### config.mk
export PLATFORM = sky130hd
export DESIGN_NAME = uart_tx_fifo
export DESIGN_NICKNAME = d
export VERILOG_FILES = /design/src/rtl/uart_pkg.sv /design/src/rtl/sync_fifo.sv /design/src/rtl/uart_tx_fifo.sv
export SDC_FILE = /design/constraint.sdc
export NUM_CORES = 1
export LEC_CHECK = 0
export ABC_AREA = 1
export CAP_MARGIN = 20
export CORE_MARGIN = 3
export CORE_UTILIZATION = 54
export CTS_CLUSTER_SIZE = 40
export DETAILED_ROUTE_END_ITERATION = 10
export PLACE_DENSITY = 0.76
export REMOVE_ABC_BUFFERS = 1
export SKIP_LAST_GASP = 1
export SLEW_MARGIN = 20
export SYNTH_ARGS = -nofsm -noshare
export SYNTH_HDL_FRONTEND = slang
export SYNTH_HIERARCHICAL = 1
export SYNTH_SLANG_ARGS = --single-unit
### constraint.sdc
create_clock -name CLK -period 2.3 [get_ports CLK]
set_input_delay 0.46 -clock CLK [delete_from_list [all_inputs] [get_ports CLK]]
set_output_delay 0.46 -clock CLK [all_outputs]
set_load 0.05 [all_outputs]
### src/rtl/uart_pkg.sv
// rtl/uart_pkg.sv - shared encodings and helpers for the UART transmitter
package uart_pkg;

  localparam logic [1:0] PAR_NONE = 2'b00;
  localparam logic [1:0] PAR_EVEN = 2'b01;
  localparam logic [1:0] PAR_ODD  = 2'b10;

  typedef enum logic [2:0] {
    ST_IDLE,
    ST_START,
    ST_DATA,
    ST_PARITY,
    ST_STOP
  } tx_state_e;

  function automatic int clog2(input int value);
    int result;
    result = 0;
    while ((1 << result) < value) begin
      result = result + 1;
    end
    return result;
  endfunction

endpackage

### src/rtl/sync_fifo.sv
// rtl/sync_fifo.sv - synchronous FIFO with registered storage and head-word read port
module sync_fifo
  import uart_pkg::*;
#(
  parameter int WIDTH = 8,
  parameter int DEPTH = 8,
  localparam int PTR_W = clog2(DEPTH),
  localparam int LVL_W = clog2(DEPTH) + 1
) (
  input  logic             clk,
  input  logic             rst,
  input  logic             push,
  input  logic [WIDTH-1:0] wr_data,
  input  logic             pop,
  output logic [WIDTH-1:0] rd_data,
  output logic             full,
  output logic             empty,
  output logic [LVL_W-1:0] level
);

  logic [WIDTH-1:0] mem_q [DEPTH];
  logic [PTR_W-1:0] wr_ptr_q, wr_ptr_d;
  logic [PTR_W-1:0] rd_ptr_q, rd_ptr_d;
  logic [LVL_W-1:0] level_q, level_d;
  logic             do_push;
  logic             do_pop;

  assign full    = (level_q == LVL_W'(DEPTH));
  assign empty   = (level_q == '0);
  assign level   = level_q;
  assign rd_data = mem_q[rd_ptr_q];
  assign do_push = push && !full;
  assign do_pop  = pop && !empty;

  // Pointers wrap naturally because DEPTH is a power of two.
  always_comb begin
    wr_ptr_d = wr_ptr_q;
    rd_ptr_d = rd_ptr_q;
    level_d  = level_q;
    if (do_push) wr_ptr_d = wr_ptr_q + PTR_W'(1);
    if (do_pop)  rd_ptr_d = rd_ptr_q + PTR_W'(1);
    case ({do_push, do_pop})
      2'b10:   level_d = level_q + LVL_W'(1);
      2'b01:   level_d = level_q - LVL_W'(1);
      default: level_d = level_q;
    endcase
  end

  always_ff @(posedge clk) begin
    if (rst) begin
      wr_ptr_q <= '0;
      rd_ptr_q <= '0;
      level_q  <= '0;
    end else begin
      wr_ptr_q <= wr_ptr_d;
      rd_ptr_q <= rd_ptr_d;
      level_q  <= level_d;
    end
  end

  always_ff @(posedge clk) begin
    if (do_push) mem_q[wr_ptr_q] <= wr_data;
  end

endmodule

### src/rtl/uart_tx_fifo.sv
// rtl/uart_tx_fifo.sv - UART transmitter with TX FIFO, selectable parity and stop bits
module uart_tx_fifo
  import uart_pkg::*;
#(
  parameter int DATA_BITS  = 8,
  parameter int OVERSAMPLE = 16,
  parameter int FIFO_DEPTH = 8,
  localparam int LVL_W = clog2(FIFO_DEPTH) + 1
) (
  input  logic                 CLK,
  input  logic                 RESET,
  input  logic                 sample_tick,
  input  logic                 tx_valid,
  input  logic [DATA_BITS-1:0] data_in,
  output logic                 tx_ready,
  input  logic [1:0]           parity_mode,
  input  logic                 two_stop,
  output logic                 tx_busy,
  output logic [LVL_W-1:0]     fifo_level,
  output logic                 tx_done,
  output logic                 tx_data
);

  localparam int TICK_W = clog2(2 * OVERSAMPLE);
  localparam int IDX_W  = clog2(DATA_BITS);
  localparam logic [TICK_W-1:0] BIT_LAST   = TICK_W'(OVERSAMPLE - 1);
  localparam logic [TICK_W-1:0] STOP2_LAST = TICK_W'(2 * OVERSAMPLE - 1);
  localparam logic [IDX_W-1:0]  IDX_LAST   = IDX_W'(DATA_BITS - 1);

  tx_state_e            state_q, state_d;
  logic [TICK_W-1:0]    tick_q, tick_d;
  logic [IDX_W-1:0]     bit_idx_q, bit_idx_d;
  logic [DATA_BITS-1:0] shift_q, shift_d;
  logic [1:0]           par_mode_q, par_mode_d;
  logic                 par_bit_q, par_bit_d;
  logic                 two_stop_q, two_stop_d;
  logic                 tx_data_q, tx_data_d;
  logic                 tx_done_q, tx_done_d;

  logic                 load;
  logic                 push;
  logic                 fifo_full;
  logic                 fifo_empty;
  logic [DATA_BITS-1:0] fifo_rd_data;
  logic                 bit_end;
  logic                 stop_end;

  assign tx_ready = !fifo_full;
  assign push     = tx_valid && tx_ready;
  assign tx_busy  = (state_q != ST_IDLE);
  assign tx_data  = tx_data_q;
  assign tx_done  = tx_done_q;
  assign bit_end  = sample_tick && (tick_q == BIT_LAST);
  assign stop_end = sample_tick && (tick_q == (two_stop_q ? STOP2_LAST : BIT_LAST));

  sync_fifo #(
    .WIDTH (DATA_BITS),
    .DEPTH (FIFO_DEPTH)
  ) u_fifo (
    .clk     (CLK),
    .rst     (RESET),
    .push    (push),
    .wr_data (data_in),
    .pop     (load),
    .rd_data (fifo_rd_data),
    .full    (fifo_full),
    .empty   (fifo_empty),
    .level   (fifo_level)
  );

  always_comb begin
    state_d    = state_q;
    tick_d     = tick_q;
    bit_idx_d  = bit_idx_q;
    shift_d    = shift_q;
    par_mode_d = par_mode_q;
    par_bit_d  = par_bit_q;
    two_stop_d = two_stop_q;
    tx_data_d  = tx_data_q;
    tx_done_d  = 1'b0;
    load       = 1'b0;

    if (state_q != ST_IDLE && sample_tick) tick_d = tick_q + TICK_W'(1);

    case (state_q)
      ST_IDLE: load = !fifo_empty;
      ST_START: begin
        if (bit_end) begin
          state_d   = ST_DATA;
          tick_d    = '0;
          bit_idx_d = '0;
          tx_data_d = shift_q[0];
        end
      end
      ST_DATA: begin
        if (bit_end) begin
          tick_d = '0;
          if (bit_idx_q == IDX_LAST) begin
            if (par_mode_q != PAR_NONE) begin
              state_d   = ST_PARITY;
              tx_data_d = par_bit_q;
            end else begin
              state_d   = ST_STOP;
              tx_data_d = 1'b1;
            end
          end else begin
            bit_idx_d = bit_idx_q + IDX_W'(1);
            shift_d   = shift_q >> 1;
            tx_data_d = shift_q[1];
          end
        end
      end
      ST_PARITY: begin
        if (bit_end) begin
          state_d   = ST_STOP;
          tick_d    = '0;
          tx_data_d = 1'b1;
        end
      end
      ST_STOP: begin
        // The stop counter spans both stop bits so the frame ends in one place.
        if (stop_end) begin
          tx_done_d = 1'b1;
          tick_d    = '0;
          if (fifo_empty) begin
            state_d   = ST_IDLE;
            tx_data_d = 1'b1;
          end else begin
            load = 1'b1;
          end
        end
      end
      default: begin
        state_d   = ST_IDLE;
        tx_data_d = 1'b1;
      end
    endcase

    // Frame load: config and parity are frozen from the popped word.
    if (load) begin
      state_d    = ST_START;
      tick_d     = '0;
      bit_idx_d  = '0;
      shift_d    = fifo_rd_data;
      par_mode_d = (parity_mode == PAR_EVEN || parity_mode == PAR_ODD) ? parity_mode : PAR_NONE;
      par_bit_d  = (^fifo_rd_data) ^ (parity_mode == PAR_ODD);
      two_stop_d = two_stop;
      tx_data_d  = 1'b0;
    end
  end

  always_ff @(posedge CLK) begin
    if (RESET) begin
      state_q    <= ST_IDLE;
      tick_q     <= '0;
      bit_idx_q  <= '0;
      shift_q    <= '0;
      par_mode_q <= PAR_NONE;
      par_bit_q  <= 1'b0;
      two_stop_q <= 1'b0;
      tx_data_q  <= 1'b1;
      tx_done_q  <= 1'b0;
    end else begin
      state_q    <= state_d;
      tick_q     <= tick_d;
      bit_idx_q  <= bit_idx_d;
      shift_q    <= shift_d;
      par_mode_q <= par_mode_d;
      par_bit_q  <= par_bit_d;
      two_stop_q <= two_stop_d;
      tx_data_q  <= tx_data_d;
      tx_done_q  <= tx_done_d;
    end
  end

endmodule

== Word-level counts from Yosys, hierarchy flattened ==
Memory sizes are Yosys's and may differ from the RTL's. A register that Yosys moved wholly into a read port is not among the register bits.
Index checks and enable logic that the tools add are counted.
Widths: inputs -> output; s select.
Cells by class
  add/sub/neg operators: 6
  equal/unequal tests: 27
  mux-type cells: 41
  bitwise gates (word level): 3
  reduce and logical (&&, ||, !) cells: 26
Operators with widths (count)
  $mux 3: 12
  $mux 8: 4
  $mux 5: 4
  $ne 3x2->1 const B: 5
  $pmux 3 s5: 1
  $mux 1: 14
  $reduce_and 7->1: 2
  $ne 2x2->1 const B: 6
  $pmux 5 s2: 1
  $reduce_bool 2->1: 5
  $add 3x1->3 const B: 3
  $pmux 4 s2: 1
  $reduce_xor 8->1: 1
  $eq 3x2->1 const B: 2
  $eq 3x3->1 const B: 2
  $logic_and 1x1->1: 6
  $ne 2x1->1 const B: 3
  $pmux 3 s2: 1
  $reduce_and 6->1: 1
  $add 5x1->5 const B: 1
  $eq 5x4->1 const B: 1
  $eq 5x5->1: 1
  $pmux 1 s5: 1
  $add 4x1->4 const B: 1
  other kinds (19): 24
Word-level totals
  register bits after elaboration: 35
  bits in writable memories: 64
  bits of input ports: 15
  output and inout bits: 8
  logic and storage cells: 117
  memories kept: 1
Memory list
  u_fifo.mem_q: depth 8, bits a word 8, rd ports 1, clocked after Yosys merged registers in 1, wr ports 1, line sync_fifo.sv:21  | logic [WIDTH-1:0] mem_q [DEPTH];

== Longest topological paths before layout ==
Gate-level depths: netlist (run 1).
  word-level depth: 8
  gate-level depth with buffers: 21
  depth with buffers taken out: 20

== Modules after synthesis ==
The synthesis (run 1) kept the hierarchy.
By module, submodules not included
  sync_fifo: instances 1, cells each 276, area each 3218.1 um^2, sequential area each 2182.1 um^2
  uart_tx_fifo: instances 1, cells each 217, area each 1508.9 um^2, sequential area each 500.5 um^2

== Worst setup path after synthesis (run 1) ==
No wires, ideal clock.
  path kind: reg2reg
  start point: register u_fifo.level_q[2], in the netlist u_fifo/level[2]
  end point: register u_fifo.level_q[2], in the netlist u_fifo/level[2]
  setup time: 0.115 ns
  arrival time: 2.551 ns
  required time: 2.185 ns
  setup slack: -0.366 ns
  cell stages (with the launch flop): 21
  path buffers: 1
  period minus slack after synthesis: 2.666 ns
  cell sequence: dfxtp_1 -> inv_1 -> nand3_2 -> inv_1 -> inv_1 -> nand2_1 -> inv_2 -> nand2_8 -> clkinv_4 -> buf_6 -> nand2_2 -> inv_1 -> ha_1 -> nand2_1 -> inv_1 -> nor2_1 -> ha_1 -> a21oi_1 -> xnor2_1 -> o21ai_0 -> inv_1
Between the ends
  cells in the longest elaborated chain, start to end: 7
  elaborated cells between the ends (all ways): 16
  classes of those cells: add/sub (2); eq/ne (3); mux (4); reduce/logical (7)
RTL lines
  start: declaration: line sync_fifo.sv:24  | logic [LVL_W-1:0] level_q, level_d;
  start signal: assignment: line sync_fifo.sv:57  | level_q <= level_d;
  $logic_not 4->1 *: line sync_fifo.sv:29  | assign empty = (level_q == '0);
  via fifo_empty: line uart_tx_fifo.sv:43  | logic fifo_empty;
  $mux 1: line uart_tx_fifo.sv:125  | if (fifo_empty) begin
  $mux 1: line uart_tx_fifo.sv:122  | if (stop_end) begin
  $pmux 1 s2 *: line uart_tx_fifo.sv:85  | case (state_q)
  via load: line uart_tx_fifo.sv:40  | logic load;
  $logic_and 1x1->1 *: line sync_fifo.sv:33  | assign do_pop = pop && !empty;
  via u_fifo.do_pop: line sync_fifo.sv:26  | logic do_pop;
  $eq 2x1->1 or $eq 2x2->1 (tied branches): line sync_fifo.sv:42  | case ({do_push, do_pop})
  $pmux 4 s2 or $reduce_bool 2->1 (tied branches)
Mark *: on every way through the listed nets, which the timed path passes. The rest lies on a longest branch.
A chain may end at the register's enable or synchronous reset.

== Worst setup path after layout (run 1) ==
  start point: register u_fifo.level_q[1], in the netlist u_fifo/level[1]
  end point: output port fifo_level[1]
RTL lines
  end: declaration: line uart_tx_fifo.sv:19  | output logic [LVL_W-1:0] fifo_level,
No word-level cell between the ends.

==> results of run 1 <==
## final timing paths
path	startpoint	end	slack (ps)
max	u_fifo/level[1]	fifo_level[1]	150
min	shift_q[5]	shift_q[4]	490
max reg2reg	u_fifo/level[0]	u_fifo/level[2]	180
min reg2reg	shift_q[5]	shift_q[4]	490
## power by group
group          total (mW)  switching [mW]  internal, mW
Sequential           2.40           0.172          2.23
Combinational        2.97            1.82          1.15
Clock                1.09           0.663         0.426
## final cells by class
cell class                 count  area, um^2
clock inverter                 7        71.3
timing repair buffer          51         448
clock buffer                   9         124
fill                         656        2900
sequential                   102        2690
multi-input combinational    326        1780
tap                          105         131
inverter                      52         203
## metrics by stage
stage | worst slack (ps) | power [mW] | TNS (ps) | area, um^2 | util [%]
3_5_place_dp | -471 | 5.19 | -1020 | 5160 | 61.9
5_1_grt | -17.5 | 7.00 | -17.5 | 5440 | 65.2
2_1_floorplan | -315 | 4.40 | -539 | 4610 | -
3_3_place_gp | -307 | 5.11 | -578 | 5160 | 61.9
4_1_cts | 16.2 | 6.30 | 0 | 5360 | 64.3
6_report | 154 | 6.46 | 0 | 5440 | 65.2
## critical path: stages, from the launching register on
cell             delay [ps]
dfxtp_2                 370
buf_4                   150
clkdlybuf4s50_1         800
## timing repair
| item | CTS | global route |
|---|---|---|
| gates resized for setup | 6 | 17 |
| hold endpoints to repair | 0 | 0 |
| cloned | 0 | 0 |
| setup endpoints to repair | 1 | 2 |
| buffers inserted | 0 | 4 |
| pin swaps | 1 | 7 |
## logic make-up (layout without fill, tap and decap cells)
group	after synthesis	count (layout)	synth area share (%)
buffers and inverters	65	119	6.67
adders and majority gates	9	9	2.38
muxes	9	9	1.91
and+or+nand+nor	215	215	20.9
DFF	102	102	56.7
xor gates and xnor gates	13	13	2.41
AOI/OAI and AO/OA	80	80	8.97
## cell usage in the layout (no fill, tap or decap), drive strengths merged
cell,count
clkbuf,9
a31oi,1
nor3b,2
mux2i,9
ha,9
or2,2
nand2,99
nor2,71
clkinv,4
dlymetal6s2s,1
inv,55
o22ai,9
a211oi,1
dfxtp,38
edfxtp,64
o21ai,52
nor3,4
a21oi,15
xor2,6
buf,31
clkdlybuf4s50,19
nand4,2
nand3b,2
xnor2,7
nand3,33
a22oi,2
## registers in the layout, summed over array words and instances, names as in the netlist, named ones only
| register | flops |
|---|---|
| u_fifo/mem_q | 64 |
| tick_q | 5 |
| state_q | 3 |
| u_fifo/wr_ptr_q | 3 |
| u_fifo/rd_ptr_q | 3 |
| tx_data | 1 |
| u_fifo/level | 4 |
| par_mode_q | 2 |
| par_bit_q | 1 |
| bit_idx_q | 3 |
| tx_done | 1 |
| two_stop_q | 1 |
| shift_q | 8 |
## per-layer routing
layer  wire length [um]  vias up  global-route usage (%)
li1                   -     1760                       -
met1               4100     1621                    27.7
met2               4420      103                    31.5
met3                468       20                    2.88
met4                218        0                    8.82
met5                  0        -                       0
==> impl_metrics.env, run 1 <==
export IMPL_ys_warnings_count=6
export IMPL_start_util_pct=56.7
export IMPL_drt_initial_drc_count=210
export IMPL_cts_tree="built"
export IMPL_antenna_found_initial=0
export IMPL_antenna_cells=0
export IMPL_fin_skew_ps=10.7
export IMPL_htree_levels=3
export IMPL_min_path_cells=2
export IMPL_cts_root_buf="clkbuf_8"
export IMPL_ios=23
export IMPL_drtPass1Iterations=5
export IMPL_clkTransAtPathRegs_ps=100
export IMPL_ys_seq_area_share_pct=56.7
export IMPL_worstSkewPairLatency_ps=370
export IMPL_cts_made_buffers=9
export IMPL_synth_cells=493
export IMPL_layout_nets=566
export IMPL_fp_dieW_um=99.6
export IMPL_cp_arrival_ps=1690
export IMPL_cp_max_fo=5
export IMPL_gr_usage_all_layers_pct=20.0
export IMPL_worstHoldPathType="reg -> reg"
export IMPL_routed_via_count=3504
export IMPL_r2r_cells=19
export IMPL_ant_nets=0
export IMPL_synth_ff_type="edfxtp_1"
export IMPL_place_congestion=0.854
export IMPL_p_per_area_nw_per_um2=1190
export IMPL_dp_cells=632
export IMPL_crit_required_ps=1840
export IMPL_io_buffers=22
export IMPL_critPathKind="reg -> out"
export IMPL_final_layout_size_suffix_gt1_share_pct=16.6
export IMPL_wl_per_cell_um=14.1
export IMPL_vdd_drop_max_mv=1.10
export IMPL_hold_violations=0
export IMPL_dp_final_hpwl_mm=6.19
export IMPL_grt_pass1_vias=3347
export IMPL_leakagePower_nw=2.18
export IMPL_drc_errors=0
export IMPL_async_flop_share_pct=0
export IMPL_gr_total_overflow=0
export IMPL_via_per_inst=5.37
export IMPL_relSlewSlack_pct=66.4
export IMPL_clk_path_buf_depth=2
export IMPL_placementRows=33
export IMPL_synth_common_cells="nand2_1 (91), edfxtp_1 (64), nor2_1 (64), inv_1 (45), dfxtp_1 (38)"
export IMPL_cap_violations=0
export IMPL_fin_cells=652
export IMPL_area_growth_pct=15.1
export IMPL_grt_max_degree=33
export IMPL_tightest_slew_ps=502
export IMPL_startpoint_type="register"
export IMPL_grt_pass1_wl_mm=15.6
export IMPL_ctsHoldBuffers=0
export IMPL_final_max_slew_viol_count=0
export IMPL_period_share_pct=93.3
export IMPL_ys_ff_latch=102
export IMPL_max_freq_mhz=466
export IMPL_ys_types=40
export IMPL_synth_top_area_share_pct=40.7
export IMPL_syn_area_um2=4730
export IMPL_synth_edff_count=64
export IMPL_die_area_um2=9910
export IMPL_cp_end_kind="primary output"
export IMPL_hold_ws_ps=486
export IMPL_fin_crit_ps=2150
export IMPL_ys_top_cells_by_area="edfxtp_1 (41%), dfxtp_1 (16%), nand2_1 (7.2%)"
export IMPL_die_h_um=99.6
export IMPL_yosysMostFrequentCell="nand2_1"
export IMPL_yosys_area_top_type="edfxtp_1"
export IMPL_core_um2=8340
export IMPL_avgSynthCellArea_um2=9.59
export IMPL_status="complete, no violations"
export IMPL_clock_sinks=102
export IMPL_setup_viol=0
export IMPL_wl_mm=9.20
Power figures use the tool's default switching activity.
==> inputs of run 2 (changes only) <==
Settings changed: CORE_UTILIZATION 54 to 55, CTS_BUF_LIST from default to sky130_fd_sc_hd__clkbuf_8, PLACE_DENSITY 0.76 to 0.77.
==> run 2 against run 1 <==
Net effect:
- sequential power about the same
- utilization about the same
- sequential share of layout area up 0.23 points
- power shrank 0.11%
- critical endpoint is now u_fifo/level[2]
- highest routed layer unchanged
==> impl_metrics.env, run 2 (synthesis gave the netlist of run 1 again) <==
export IMPL_tightest_slew_ps=500
export IMPL_die_area_um2=9740
export IMPL_layout_commonest_cell="nand2_1"
export IMPL_via_per_inst=5.35
export IMPL_status="complete, no violations"
export IMPL_fin_area_um2=5410
export IMPL_die_h_um=98.7
export IMPL_dp_final_hpwl_mm=6.27
export IMPL_fin_util_pct=65.2
export IMPL_largest_register="u_fifo/mem_q"
export IMPL_cp_arrival_ps=2500
export IMPL_drt_initial_drc_count=244
export IMPL_max_freq_mhz=446
export IMPL_cts_tree="built"
export IMPL_fp_dieW_um=98.7
export IMPL_vdd_drop_max_mv=1.06
export IMPL_fin_skew_ps=13.3
export IMPL_antenna_found_initial=0
export IMPL_fillCellCount=654
export IMPL_rr_startpoint="u_fifo/level[0]"
export IMPL_final_max_slew_viol_count=0
export IMPL_fin_crit_ps=2240
export IMPL_clock_sinks=102
export IMPL_placementRows=33
export IMPL_worstHoldStart="shift_q[3]"
export IMPL_place_congestion=0.882
export IMPL_ios=23
export IMPL_critPathKind="in -> reg"
export IMPL_cts_root_buf="clkbuf_8"
export IMPL_antenna_cells=0
export IMPL_cap_violations=0
export IMPL_top_regs="u_fifo/mem_q (64), shift_q (8), tick_q (5)"
export IMPL_startpoint_type="primary input"
export IMPL_worstSkewPairLatency_ps=360
export IMPL_layout_nets=565
export IMPL_routed_via_count=3484
export IMPL_postPlaceCellArea_um2=5150
export IMPL_clk_path_buf_depth=2
export IMPL_drtPass1Iterations=5
export IMPL_p_total_mw=6.45
export IMPL_ant_nets=0
export IMPL_leakagePower_nw=2.16
export IMPL_crit_path_start="sample_tick"
export IMPL_grt_pass1_vias=3269
export IMPL_ctsHoldBuffers=0
export IMPL_worstHoldPathType="reg -> reg"
export IMPL_cp_max_fo=4
export IMPL_grt_pass1_wl_mm=15.7
export IMPL_cts_made_buffers=9
export IMPL_gr_total_overflow=0
export IMPL_relSlewSlack_pct=66.5
export IMPL_start_util_pct=57.0
export IMPL_final_cell_mix="nand2_1 (91), edfxtp_1 (64), nor2_1 (62), inv_1 (42), dfxtp_1 (35)"
export IMPL_fin_tns_setup_ps=0
export IMPL_htree_levels=3
export IMPL_crit_required_ps=2560
export IMPL_hold_violations=0
export IMPL_rsz0062_at_grt="true"
export IMPL_cp_end_kind="register"
export IMPL_multi_input_area_um2=1770
export IMPL_setup_viol=0
export IMPL_regArea_um2=2690
export IMPL_core_um2=8300
export IMPL_drc_errors=0
export IMPL_wl_per_cell_um=14.3
export IMPL_grt_max_degree=33
export IMPL_area_growth_pct=14.5
export IMPL_gr_usage_all_layers_pct=20.3
export IMPL_final_layout_size_suffix_gt1_share_pct=15.8
export IMPL_period_share_pct=97.4
export IMPL_clkTransAtPathRegs_ps=90
export IMPL_wl_mm=9.32
export IMPL_largest_reg_flops=64
export IMPL_p_per_area_nw_per_um2=1190
export IMPL_io_buffers=22
[run 2: cell count changes in the layout (fill, tap and decap cells not counted), sizes merged]
cell,previous run,this run
buf,31,30
clkdlybuf4s50,19,20
inv,55,54
clkinvlp,0,2
bufinv,0,1
clkinv,4,2
dlymetal6s2s,1,0
[run 2: path summary, 6_finish.rpt]
kind | to | slack, ps | cells after the start
worst max-delay path | u_fifo/level[2] | 60 | 18
worst min-delay path | shift_q[2] | 470 | 2
worst max register to register | u_fifo/level[2] | 110 | 18
worst min register to register | shift_q[2] | 470 | 2
[run 2: final cells by class]
type	count	share of cell area, %
well taps	105	2.43
clock buffers	9	2.29
inverters	52	3.70
repair buffers	50	7.86
multi-input cells	326	32.8
clock inverters	7	1.32
flip-flops and latches	102	49.6
[run 2: report_power, final]
group	internal, mW	switching [mW]
registers	2.22	0.158
logic	1.12	1.84
clock network	0.505	0.608
[run 2: worst max-delay path, stage by stage]
cell	delay, ps
clkdlybuf4s50_1	500
inv_2	60
a21oi_4	120
nand3_4	90
nand2_4	90
nand2_8	50
clkinv_4	40
nand2_2	60
inv_2	80
ha_4	150
nand2_1	70
inv_2	80
nor2_4	40
ha_2	190
a21oi_2	150
xnor2_1	90
o21ai_1	130
inv_1	40
[run 2: repair_timing]
item,4_1_cts,5_1_grt
pin swaps,0,4
endpoints found under the setup margin,1,3
buffers inserted,0,2
gates resized for setup,4,13
[run 2: metrics by stage]
step | hold WS (ps) | std cells | setup slack [ps]
2_1_floorplan | 429 | 480 | -315
3_3_place_gp | 445 | 633 | -291
3_5_place_dp | 455 | 633 | -437
4_1_cts | 470 | 649 | 27.3
5_1_grt | 488 | 651 | -18.1
6_report | 467 | 651 | 59.5
[run 2: metal layers]
metal  part of all wire [%]  up-vias  routed length [um]  global-route usage (%)
met1                     46     1643                4320                    28.7
li1                       -     1742                   -                       -
met3                    4.3       10                 398                    3.68
met5                      0        -                   0                       0
met2                     48       89                4490                    32.0
met4                    1.3        0                 121                    6.72
